<file path="config.mk">
export PLATFORM = sky130hd
export DESIGN_NAME = calc_seq
export DESIGN_NICKNAME = d
export VERILOG_FILES = /design/src/rtl/calc_seq.sv
export SDC_FILE = /design/constraint.sdc
export NUM_CORES = 1
export LEC_CHECK = 0
export CAP_MARGIN = 30
export CORE_MARGIN = 2
export CORE_UTILIZATION = 50
export CTS_CLUSTER_SIZE = 8
export DETAILED_ROUTE_END_ITERATION = 8
export PLACE_DENSITY = 0.69
export SKIP_LAST_GASP = 1
export SYNTH_ARGS = -nofsm -noshare
export SYNTH_HDL_FRONTEND = slang
export SYNTH_SLANG_ARGS = --single-unit
</file>
<file path="constraint.sdc">
create_clock -name clk -period 3.6 [get_ports clk]
set_input_delay 0.72 -clock clk [delete_from_list [all_inputs] [get_ports clk]]
set_output_delay 0.72 -clock clk [all_outputs]
set_load 0.01 [all_outputs]
</file>
<file path="src/rtl/calc_seq.sv">
// calc_seq: start/busy/done sequencing controller for the calculator datapath.
// One 4-bit adder slice is used for every operation. ADD and SUB take two
// nibble cycles. MUL is unsigned shift-and-add over 8 iterations, and each
// iteration takes three cycles (low nibble, high nibble, shift). SHL and
// reserved opcodes finish in the capture cycle. Results are registered and
// hold until the next completion.
module calc_seq (
    input  logic       clk,
    input  logic       rst,
    input  logic       start,
    input  logic [7:0] A,
    input  logic [7:0] B,
    input  logic [2:0] Op,
    output logic [7:0] Y,
    output logic       C,
    output logic       Of,
    output logic       err,
    output logic       busy,
    output logic       done
);

    typedef enum logic [2:0] {
        S_IDLE  = 3'd0,
        S_EXLO  = 3'd1,
        S_EXHI  = 3'd2,
        S_SHIFT = 3'd3,
        S_DONE  = 3'd4
    } state_t;

    localparam logic [2:0] OP_ADD = 3'b000;
    localparam logic [2:0] OP_SUB = 3'b001;
    localparam logic [2:0] OP_SHL = 3'b010;
    localparam logic [2:0] OP_MUL = 3'b011;

    // The shared adder slice: 4-bit sum plus carry out in bit 4.
    function automatic logic [4:0] add4(input logic [3:0] a,
                                        input logic [3:0] b,
                                        input logic       cin);
        add4 = {1'b0, a} + {1'b0, b} + {4'b0000, cin};
    endfunction

    state_t      state_r;
    state_t      next_state_s;

    logic [7:0]  a_r;
    logic [7:0]  b_r;
    logic [2:0]  op_r;
    logic [16:0] p_r;        // MUL product/multiplier register, bit 16 = add carry
    logic [2:0]  cnt_r;      // MUL iteration counter
    logic [3:0]  lo_r;       // ADD/SUB low result nibble
    logic        cy_r;       // nibble carry between EXLO and EXHI

    logic [7:0]  y_r;
    logic        c_r;
    logic        of_r;
    logic        err_r;
    logic        busy_r;
    logic        done_r;

    logic        is_mul_s;
    logic        is_sub_s;
    logic [3:0]  mul_mask_s;
    logic [3:0]  add_a_s;
    logic [3:0]  add_b_s;
    logic        add_cin_s;
    logic [4:0]  add_s;
    logic [16:0] p_shift_s;

    logic        ld_res_s;
    logic [7:0]  y_nxt_s;
    logic        c_nxt_s;
    logic        of_nxt_s;
    logic        err_nxt_s;

    assign is_mul_s   = (op_r == OP_MUL);
    assign is_sub_s   = (op_r == OP_SUB);
    assign mul_mask_s = {4{p_r[0]}};
    assign add_s      = add4(add_a_s, add_b_s, add_cin_s);
    assign p_shift_s  = {1'b0, p_r[16], p_r[15:1]};

    // State register.
    always_ff @(posedge clk or negedge rst) begin
        if (!rst) begin
            state_r <= S_IDLE;
        end else begin
            state_r <= next_state_s;
        end
    end

    // Next-state decode.
    always_comb begin
        next_state_s = state_r;
        case (state_r)
            S_IDLE: begin
                if (start) begin
                    case (Op)
                        OP_ADD:  next_state_s = S_EXLO;
                        OP_SUB:  next_state_s = S_EXLO;
                        OP_MUL:  next_state_s = S_EXLO;
                        default: next_state_s = S_DONE;   // SHL and reserved
                    endcase
                end else begin
                    next_state_s = S_IDLE;
                end
            end
            S_EXLO:  next_state_s = S_EXHI;
            S_EXHI: begin
                if (is_mul_s) begin
                    next_state_s = S_SHIFT;
                end else begin
                    next_state_s = S_DONE;
                end
            end
            S_SHIFT: begin
                if (cnt_r == 3'd7) begin
                    next_state_s = S_DONE;
                end else begin
                    next_state_s = S_EXLO;
                end
            end
            S_DONE:  next_state_s = S_IDLE;
            default: next_state_s = S_IDLE;
        endcase
    end

    // Adder operand steering: ADD/SUB use A and B (or ~B), MUL adds A or zero to P high byte.
    always_comb begin
        add_a_s   = 4'h0;
        add_b_s   = 4'h0;
        add_cin_s = 1'b0;
        case (state_r)
            S_EXLO: begin
                if (is_mul_s) begin
                    add_a_s = p_r[11:8];
                    add_b_s = a_r[3:0] & mul_mask_s;
                end else begin
                    add_a_s = a_r[3:0];
                    add_b_s = is_sub_s ? ~b_r[3:0] : b_r[3:0];
                end
                add_cin_s = is_sub_s;
            end
            S_EXHI: begin
                if (is_mul_s) begin
                    add_a_s = p_r[15:12];
                    add_b_s = a_r[7:4] & mul_mask_s;
                end else begin
                    add_a_s = a_r[7:4];
                    add_b_s = is_sub_s ? ~b_r[7:4] : b_r[7:4];
                end
                add_cin_s = cy_r;
            end
            default: begin
                add_a_s   = 4'h0;
                add_b_s   = 4'h0;
                add_cin_s = 1'b0;
            end
        endcase
    end

    // Result load decode: what gets written into Y/C/Of/err on the edge entering DONE.
    always_comb begin
        ld_res_s  = 1'b0;
        y_nxt_s   = 8'h00;
        c_nxt_s   = 1'b0;
        of_nxt_s  = 1'b0;
        err_nxt_s = 1'b0;
        case (state_r)
            S_IDLE: begin
                if (start && (Op == OP_SHL)) begin
                    ld_res_s = 1'b1;
                    y_nxt_s  = {A[6:0], 1'b0};
                    c_nxt_s  = A[7];
                    of_nxt_s = A[7] ^ A[6];
                end else if (start && Op[2]) begin
                    ld_res_s  = 1'b1;
                    err_nxt_s = 1'b1;
                end else begin
                    ld_res_s = 1'b0;
                end
            end
            S_EXHI: begin
                if (!is_mul_s) begin
                    ld_res_s = 1'b1;
                    y_nxt_s  = {add_s[3:0], lo_r};
                    c_nxt_s  = add_s[4];
                    if (is_sub_s) begin
                        of_nxt_s = (a_r[7] != b_r[7]) && (add_s[3] != a_r[7]);
                    end else begin
                        of_nxt_s = (a_r[7] == b_r[7]) && (add_s[3] != a_r[7]);
                    end
                end else begin
                    ld_res_s = 1'b0;
                end
            end
            S_SHIFT: begin
                if (cnt_r == 3'd7) begin
                    ld_res_s = 1'b1;
                    y_nxt_s  = p_shift_s[7:0];
                    c_nxt_s  = |p_shift_s[15:8];
                end else begin
                    ld_res_s = 1'b0;
                end
            end
            default: begin
                ld_res_s = 1'b0;
            end
        endcase
    end

    // Operand capture and working registers for the nibble sequence.
    always_ff @(posedge clk or negedge rst) begin
        if (!rst) begin
            a_r   <= 8'h00;
            b_r   <= 8'h00;
            op_r  <= 3'b000;
            p_r   <= 17'h00000;
            cnt_r <= 3'd0;
            lo_r  <= 4'h0;
            cy_r  <= 1'b0;
        end else begin
            case (state_r)
                S_IDLE: begin
                    if (start) begin
                        a_r   <= A;
                        b_r   <= B;
                        op_r  <= Op;
                        p_r   <= {9'h000, B};
                        cnt_r <= 3'd0;
                        lo_r  <= 4'h0;
                        cy_r  <= 1'b0;
                    end
                end
                S_EXLO: begin
                    if (is_mul_s) begin
                        p_r[11:8] <= add_s[3:0];
                    end else begin
                        lo_r <= add_s[3:0];
                    end
                    cy_r <= add_s[4];
                end
                S_EXHI: begin
                    if (is_mul_s) begin
                        p_r[16:12] <= add_s;
                    end
                end
                S_SHIFT: begin
                    p_r   <= p_shift_s;
                    cnt_r <= cnt_r + 3'd1;
                end
                default: begin
                    cy_r <= cy_r;
                end
            endcase
        end
    end

    // Result registers: written only on the edge entering DONE, held otherwise.
    always_ff @(posedge clk or negedge rst) begin
        if (!rst) begin
            y_r   <= 8'h00;
            c_r   <= 1'b0;
            of_r  <= 1'b0;
            err_r <= 1'b0;
        end else if (ld_res_s) begin
            y_r   <= y_nxt_s;
            c_r   <= c_nxt_s;
            of_r  <= of_nxt_s;
            err_r <= err_nxt_s;
        end
    end

    // Handshake flags registered from the next state so they track state_r exactly.
    always_ff @(posedge clk or negedge rst) begin
        if (!rst) begin
            busy_r <= 1'b0;
            done_r <= 1'b0;
        end else begin
            busy_r <= (next_state_s != S_IDLE);
            done_r <= (next_state_s == S_DONE);
        end
    end

    assign Y    = y_r;
    assign C    = c_r;
    assign Of   = of_r;
    assign err  = err_r;
    assign busy = busy_r;
    assign done = done_r;

endmodule

</file>
==> results of run 1 <==
final timing paths:
| kind | startpoint | end | slack [ps] | cells after the start |
|---|---|---|---|---|
| worst max-delay path | state_r[2]$_DFF_PN0_ | Y[5]$_DFFE_PN0P_ | 430 | 9 |
| worst min register to register | Y[3]$_DFFE_PN0P_ | Y[3]$_DFFE_PN0P_ | 490 | 1 |
| worst min-delay path | Y[3]$_DFFE_PN0P_ | Y[3]$_DFFE_PN0P_ | 490 | 1 |
| worst max register to register | state_r[2]$_DFF_PN0_ | Y[5]$_DFFE_PN0P_ | 430 | 9 |
| min in group asynchronous | rst | p_r[12]$_DFFE_PN0P_ | 530 | 2 |
| max in group asynchronous | rst | a_r[7]$_DFFE_PN0P_ | 2580 | 2 |
critical path: stages (launching register included):
cell and delay, ps:
sky130_fd_sc_hd__dfrtp_1 490, sky130_fd_sc_hd__nand2b_1 250, sky130_fd_sc_hd__nor2_1 290, sky130_fd_sc_hd__a22oi_1 140
sky130_fd_sc_hd__a21o_1 220, sky130_fd_sc_hd__fa_1 430, sky130_fd_sc_hd__inv_1 80, sky130_fd_sc_hd__fa_1 480
sky130_fd_sc_hd__a221o_1 360, sky130_fd_sc_hd__mux2_1 310
power breakdown:
group / switching (mW) / internal (mW)
combinational: 0.596 / 0.445
sequential: 0.257 / 0.915
clock: 0.268 / 0.302
total: 1.12 / 1.66
logic make-up (layout without fill, tap and decap cells):
group	Yosys count	after routing	share of synthesized area (%)
adders and majority gates	7	7	3.30
buffers and inverters	19	63	2.97
muxes	11	11	3.82
xor gates and xnor gates	9	9	2.53
and+or+nand+nor	146	146	22.5
AOI/OAI and AO/OA	71	71	16.7
DFF	60	60	48.2
final cells by class:
class,count,area (µm²)
Fill cell,535,2220
Multi-Input combinational cell,244,1530
Sequential cell,60,1500
Timing Repair Buffer,46,425
Clock buffer,12,165
Tap cell,75,93.8
Clock inverter,4,22.5
Inverter,1,3.75
layout by cell type (no fill, tap or decap), types with 7 or more instances in the layout:
cell / netlist / final
sky130_fd_sc_hd__buf_4: 3 / 12
sky130_fd_sc_hd__a21oi_1: 13 / 13
sky130_fd_sc_hd__clkdlybuf4s50_1: 0 / 33
sky130_fd_sc_hd__a22oi_1: 8 / 8
sky130_fd_sc_hd__mux2_1: 7 / 7
sky130_fd_sc_hd__nand2_1: 86 / 86
sky130_fd_sc_hd__nor2_1: 12 / 12
sky130_fd_sc_hd__clkbuf_8: 0 / 12
sky130_fd_sc_hd__o21ai_0: 8 / 8
sky130_fd_sc_hd__nand3_1: 15 / 15
sky130_fd_sc_hd__dfrtp_1: 60 / 60
state kept, by name (all words and copies together), names as in the netlist:
signal / count
C: 1
Of: 1
Y: 8
a_r: 8
b_r: 8
busy: 1
cnt_r: 3
cy_r: 1
done: 1
err: 1
lo_r: 4
op_r: 3
p_r: 17
state_r: 3
routing by layer:
layer / up-vias / global-route usage, % / wire, µm
met5: - / 0 / 0
met4: 0 / 12.4 / 311
met3: 27 / 4.97 / 629
met2: 126 / 39.0 / 3770
met1: 1275 / 37.3 / 3700
li1: 1231 / - / -
per-stage QoR:
| step | setup WS, ps | instance area [µm²] | cells | total power, mW | utilization (%) |
|---|---|---|---|---|---|
| after floorplan | 585 | 3110 | 323 | 1.79 | - |
| after global placement | 559 | 3550 | 426 | 2.19 | 59.6 |
| after detailed placement | 482 | 3550 | 426 | 2.21 | 59.6 |
| after CTS | 464 | 3740 | 442 | 2.78 | 62.8 |
| after global routing | 250 | 3740 | 442 | 2.97 | 62.8 |
| final | 434 | 3740 | 442 | 2.78 | 62.8 |
==> flow_summary.toml, run 1 <==
[synthesis]
largest_cells_by_area_after_synthesis = "sky130_fd_sc_hd__dfrtp_1 48%, sky130_fd_sc_hd__nand2_1 10%, sky130_fd_sc_hd__mux2_1 2.5%, sky130_fd_sc_hd__nand3_1 2.4%, sky130_fd_sc_hd__a21oi_1 2.1%"
synth-async-reset-ratio_pct = 100
synth-seq-cells = 60
synth-main-ff-cell = "sky130_fd_sc_hd__dfrtp_1"
synth.yosys.warnings = 0
avgSynthCellArea_um2 = 9.64
netlist-cell-type-count = 52
synthMostInstantiatedCell = "sky130_fd_sc_hd__nand2_1"
synthesis.area_mm2 = 0.00311
synth_top_cell_area_share_pct = 48.2
synthesis.instances = 323
synth_seq_area_share_pct = 48.2
number_of_synthesized_flops_with_an_enable_pin = 0
synth.net_count = 352
most_area_hungry_cell_type_in_the_yosys_netlist = "sky130_fd_sc_hd__dfrtp_1"
synth.top_cells.by_count = "86 x sky130_fd_sc_hd__nand2_1, 60 x sky130_fd_sc_hd__dfrtp_1, 15 x sky130_fd_sc_hd__nand3_1"

[global_route]
grt_pass1_wl_um = 14200
grt.total_usage_pct = 26.3
grt_antenna_before_repair = 0
grt_overflow_total = 0
pin_count_of_the_biggest_net_entering_global_routing = 61
number_of_global_route_vias_before_repair = 2685

[clock_network]
ctsHoldBuffers = 0
clockBufferDepth = 2
cts.repair.resized = 0
clk-insertion-delay-late_ps = 340
numCtsBuffers = 9
cts.htree.levels = 3
clkSlewWorstSetupHoldPaths_ps = 70
tritoncts_num_sinks = 60
clock-root-buffer = "sky130_fd_sc_hd__clkbuf_8"
tritoncts = "yes"
cts_post_setup_buffers_inserted = 0

[sta]
relSlewSlack_pct = 48.9
timing.setup.tns_ps = 0
max_slew_violation_count = 0
final-hold-violation-count = 0
worstMarginPinSlew_ps = 763
finalSetupViolCount = 0
worst_hold_slack_ps = 487
rsz_0062_raised_after_global_routing = "false"
finalWorstPathRequiredPeriod_ps = 3170
max_clock_freq_mhz = 316
finalClockSkew_ps = 3.98
timing.final.crit_share_pct = 87.9

[placed_design]
place.port_buffers = 34
post-dp-hpwl_um = 6160
gpl.final_weighted_congestion = 0.934

[power_and_ir_drop]
p_leak_nw = 1.81
power.density_cell_area_mw_per_mm2 = 744
vdd_drop_max_v = 0.000348

[detailed_routing]
post_drt_wl_per_cell_um = 19.0
firstDrtPassIters = 5
total_via_count_after_detailed_routing = 2659
post-route-drc-count = 0
route.final.wire_length_um = 8410
drt.antenna.violating_nets = 0
dr.first_iter.drc_count = 225
route.detailed.vias_per_inst = 6.02

[floorplan]
dieWidth_um = 82.9
floorplan.initialDensity_pct = 52.3
top_level_ports = 35
floorplan.core_area_mm2 = 0.00596
die_h_um = 82.9
floorplan.rows = 28
dieArea_mm2 = 0.00687

[cells_and_area]
synthToLayoutAreaGrowth_pct = 20.1
drive_above_1_share_pct = 9.81
final_nets = 391
antenna_cells = 0

[critical_path]
startpoint_type = "register"
setup.worst_path.class = "register to register"
critical_path_peak_fanout = 10
worstPathArrival_ps = 3380
worst_ep_required_time_ps = 3820
type_of_destination_of_the_critical_path = "register"

[min_path]
timing.hold.worst.class = "register to register"

[outcome]
run_status = "complete, no violations"

[flow_run]
maxCapViolCount = 0
Power figures use the tool's default switching activity.
==> inputs of run 2 (changes only) <==
Settings changed: MAX_ROUTING_LAYER set to met4.
==> flow_summary.toml, run 2 (same netlist as run 1, synthesis figures left out) <==
[floorplan]
floorplan.rows = 28
die_h_um = 82.9
dieWidth_um = 82.9
top_level_ports = 35
floorplan.initialDensity_pct = 52.3
floorplan.core_area_mm2 = 0.00596
dieArea_mm2 = 0.00687

[cells_and_area]
multiInputGateArea_mm2 = 0.00153
final_design_area_no_fill_mm2 = 0.00375
registers.top_by_ff_count = "p_r"
final_nets = 391
synthToLayoutAreaGrowth_pct = 20.6
drive_above_1_share_pct = 9.54
antenna_cells = 0
seqCellArea_mm2 = 0.00150
largest_register_ffs = 17
fill_cells = 527
commonest_non_fill_non_tap_cell_in_the_layout = "sky130_fd_sc_hd__nand2_1"
most_frequent_cells_in_the_layout = "86 x sky130_fd_sc_hd__nand2_1, 60 x sky130_fd_sc_hd__dfrtp_1, 33 x sky130_fd_sc_hd__clkdlybuf4s50_1, 15 x sky130_fd_sc_hd__nand3_1, 13 x sky130_fd_sc_hd__a21oi_1"

[sta]
final-hold-violation-count = 0
finalClockSkew_ps = 8.78
max_slew_violation_count = 0
worstMarginPinSlew_ps = 755
finalWorstPathRequiredPeriod_ps = 3230
timing.setup.tns_ps = 0
relSlewSlack_pct = 49.7
timing.final.crit_share_pct = 89.7
rsz_0062_raised_after_global_routing = "false"
finalSetupViolCount = 0
max_clock_freq_mhz = 310

[critical_path]
critPathCapture = "Y[5]$_DFFE_PN0P_"
rrSetupSlack_ps = 370
worstPathArrival_ps = 3460
critical-path-max-stage-delay_ps = 500
critical_path_peak_fanout = 10
worst_ep_required_time_ps = 3830
timing.critical_path.cells = "nand2b_1, nor2_1, a22oi_1, a21o_1, fa_1, inv_1, fa_1, a221o_1, mux2_1"
worstRegToRegCells = 9
cp_slowest_cell = "sky130_fd_sc_hd__dfrtp_1"
timing.critical_path.mode_cell = "sky130_fd_sc_hd__fa_1"
worstReg2RegStart = "state_r[2]$_DFF_PN0_"
startpoint_type = "register"
critical_path.startpoint = "state_r[2]$_DFF_PN0_"
timing.rr.end = "Y[5]$_DFFE_PN0P_"
type_of_destination_of_the_critical_path = "register"
setup.worst_path.class = "register to register"

[global_route]
grt_antenna_before_repair = 0
grt_pass1_wl_um = 13800
grt_overflow_total = 0
number_of_global_route_vias_before_repair = 2536
grt.total_usage_pct = 26.6
pin_count_of_the_biggest_net_entering_global_routing = 61

[clock_network]
cts_post_setup_buffers_inserted = 0
ctsHoldBuffers = 0
clockBufferDepth = 2
clkSlewWorstSetupHoldPaths_ps = 70
tritoncts = "yes"
clk-insertion-delay-late_ps = 350
cts.htree.levels = 3
numCtsBuffers = 9
tritoncts_num_sinks = 60
clock-root-buffer = "sky130_fd_sc_hd__clkbuf_8"
cts.repair.resized = 0

[placed_design]
gpl.final_weighted_congestion = 0.950
post-dp-hpwl_um = 6100
placed_cell_area_mm2 = 0.00355
place.port_buffers = 34

[power_and_ir_drop]
p_leak_nw = 1.81
power.density_cell_area_mw_per_mm2 = 753
power_mw = 2.83
vdd_drop_max_v = 0.000401

[detailed_routing]
dr.first_iter.drc_count = 241
drt.antenna.violating_nets = 0
post-route-drc-count = 0
total_via_count_after_detailed_routing = 2629
route.detailed.vias_per_inst = 5.95
firstDrtPassIters = 5
post_drt_wl_per_cell_um = 19.0
route.final.wire_length_um = 8400

[flow_run]
maxCapViolCount = 0

[min_path]
timing.hold.worst.class = "register to register"
hold_start = "Y[3]$_DFFE_PN0P_"

[outcome]
run_status = "complete, no violations"
==> run 2: area by class of cell <==
| class | instances | area share [%] |
|---|---|---|
| Multi-Input combinational cell | 244 | 40.7 |
| Sequential cell | 60 | 40.0 |
| Clock inverter | 4 | 1.27 |
| Clock buffer | 12 | 4.13 |
| Timing Repair Buffer | 46 | 11.3 |
| Inverter | 1 | 0.100 |
| Tap cell | 75 | 2.50 |
==> run 2: worst max-delay path: cells and delay by family (launching register included) <==
kind	cells	cell delay [ps]
compound gates	3	720
flops	1	500
buf+inv	1	90
fa+ha+maj	2	930
simple gates	2	570
mux	1	290
==> run 2: how the worst min path moves through the flow <==
stage                               endpoint  slack, ps  depth (start not counted)
after floorplan                C$_DFFE_PN0P_        420                          0
after global placement    a_r[4]$_DFFE_PN0P_        470                          2
after detailed placement  a_r[4]$_DFFE_PN0P_        470                          2
after CTS                 a_r[4]$_DFFE_PN0P_        480                          2
after global routing        Y[2]$_DFFE_PN0P_        500                          1
final                       Y[3]$_DFFE_PN0P_        480                          1
==> run 2: power breakdown <==
part / total, mW / internal (mW) / switching, mW
combinational: 1.04 / 0.445 / 0.591
sequential: 1.17 / 0.915 / 0.254
clock: 0.622 / 0.355 / 0.267
==> run 2: layer usage <==
metal / routed length (µm) / track usage [%] / part of all wire [%]
met5: 0 / - / 0
met4: 229 / 11.3 / 2.7
met1: 3960 / 37.4 / 47
met2: 3750 / 38.9 / 45
met3: 453 / 3.88 / 5.4
==> run 2: per-stage QoR <==
stage	cells	setup WS (ps)	hold WS, ps	utilization (%)
3_3_place_gp	426	536	466	59.6
4_1_cts	442	441	484	63.0
2_1_floorplan	323	585	424	-
5_1_grt	442	207	504	63.0
6_report	442	370	482	63.0
3_5_place_dp	426	469	466	59.6
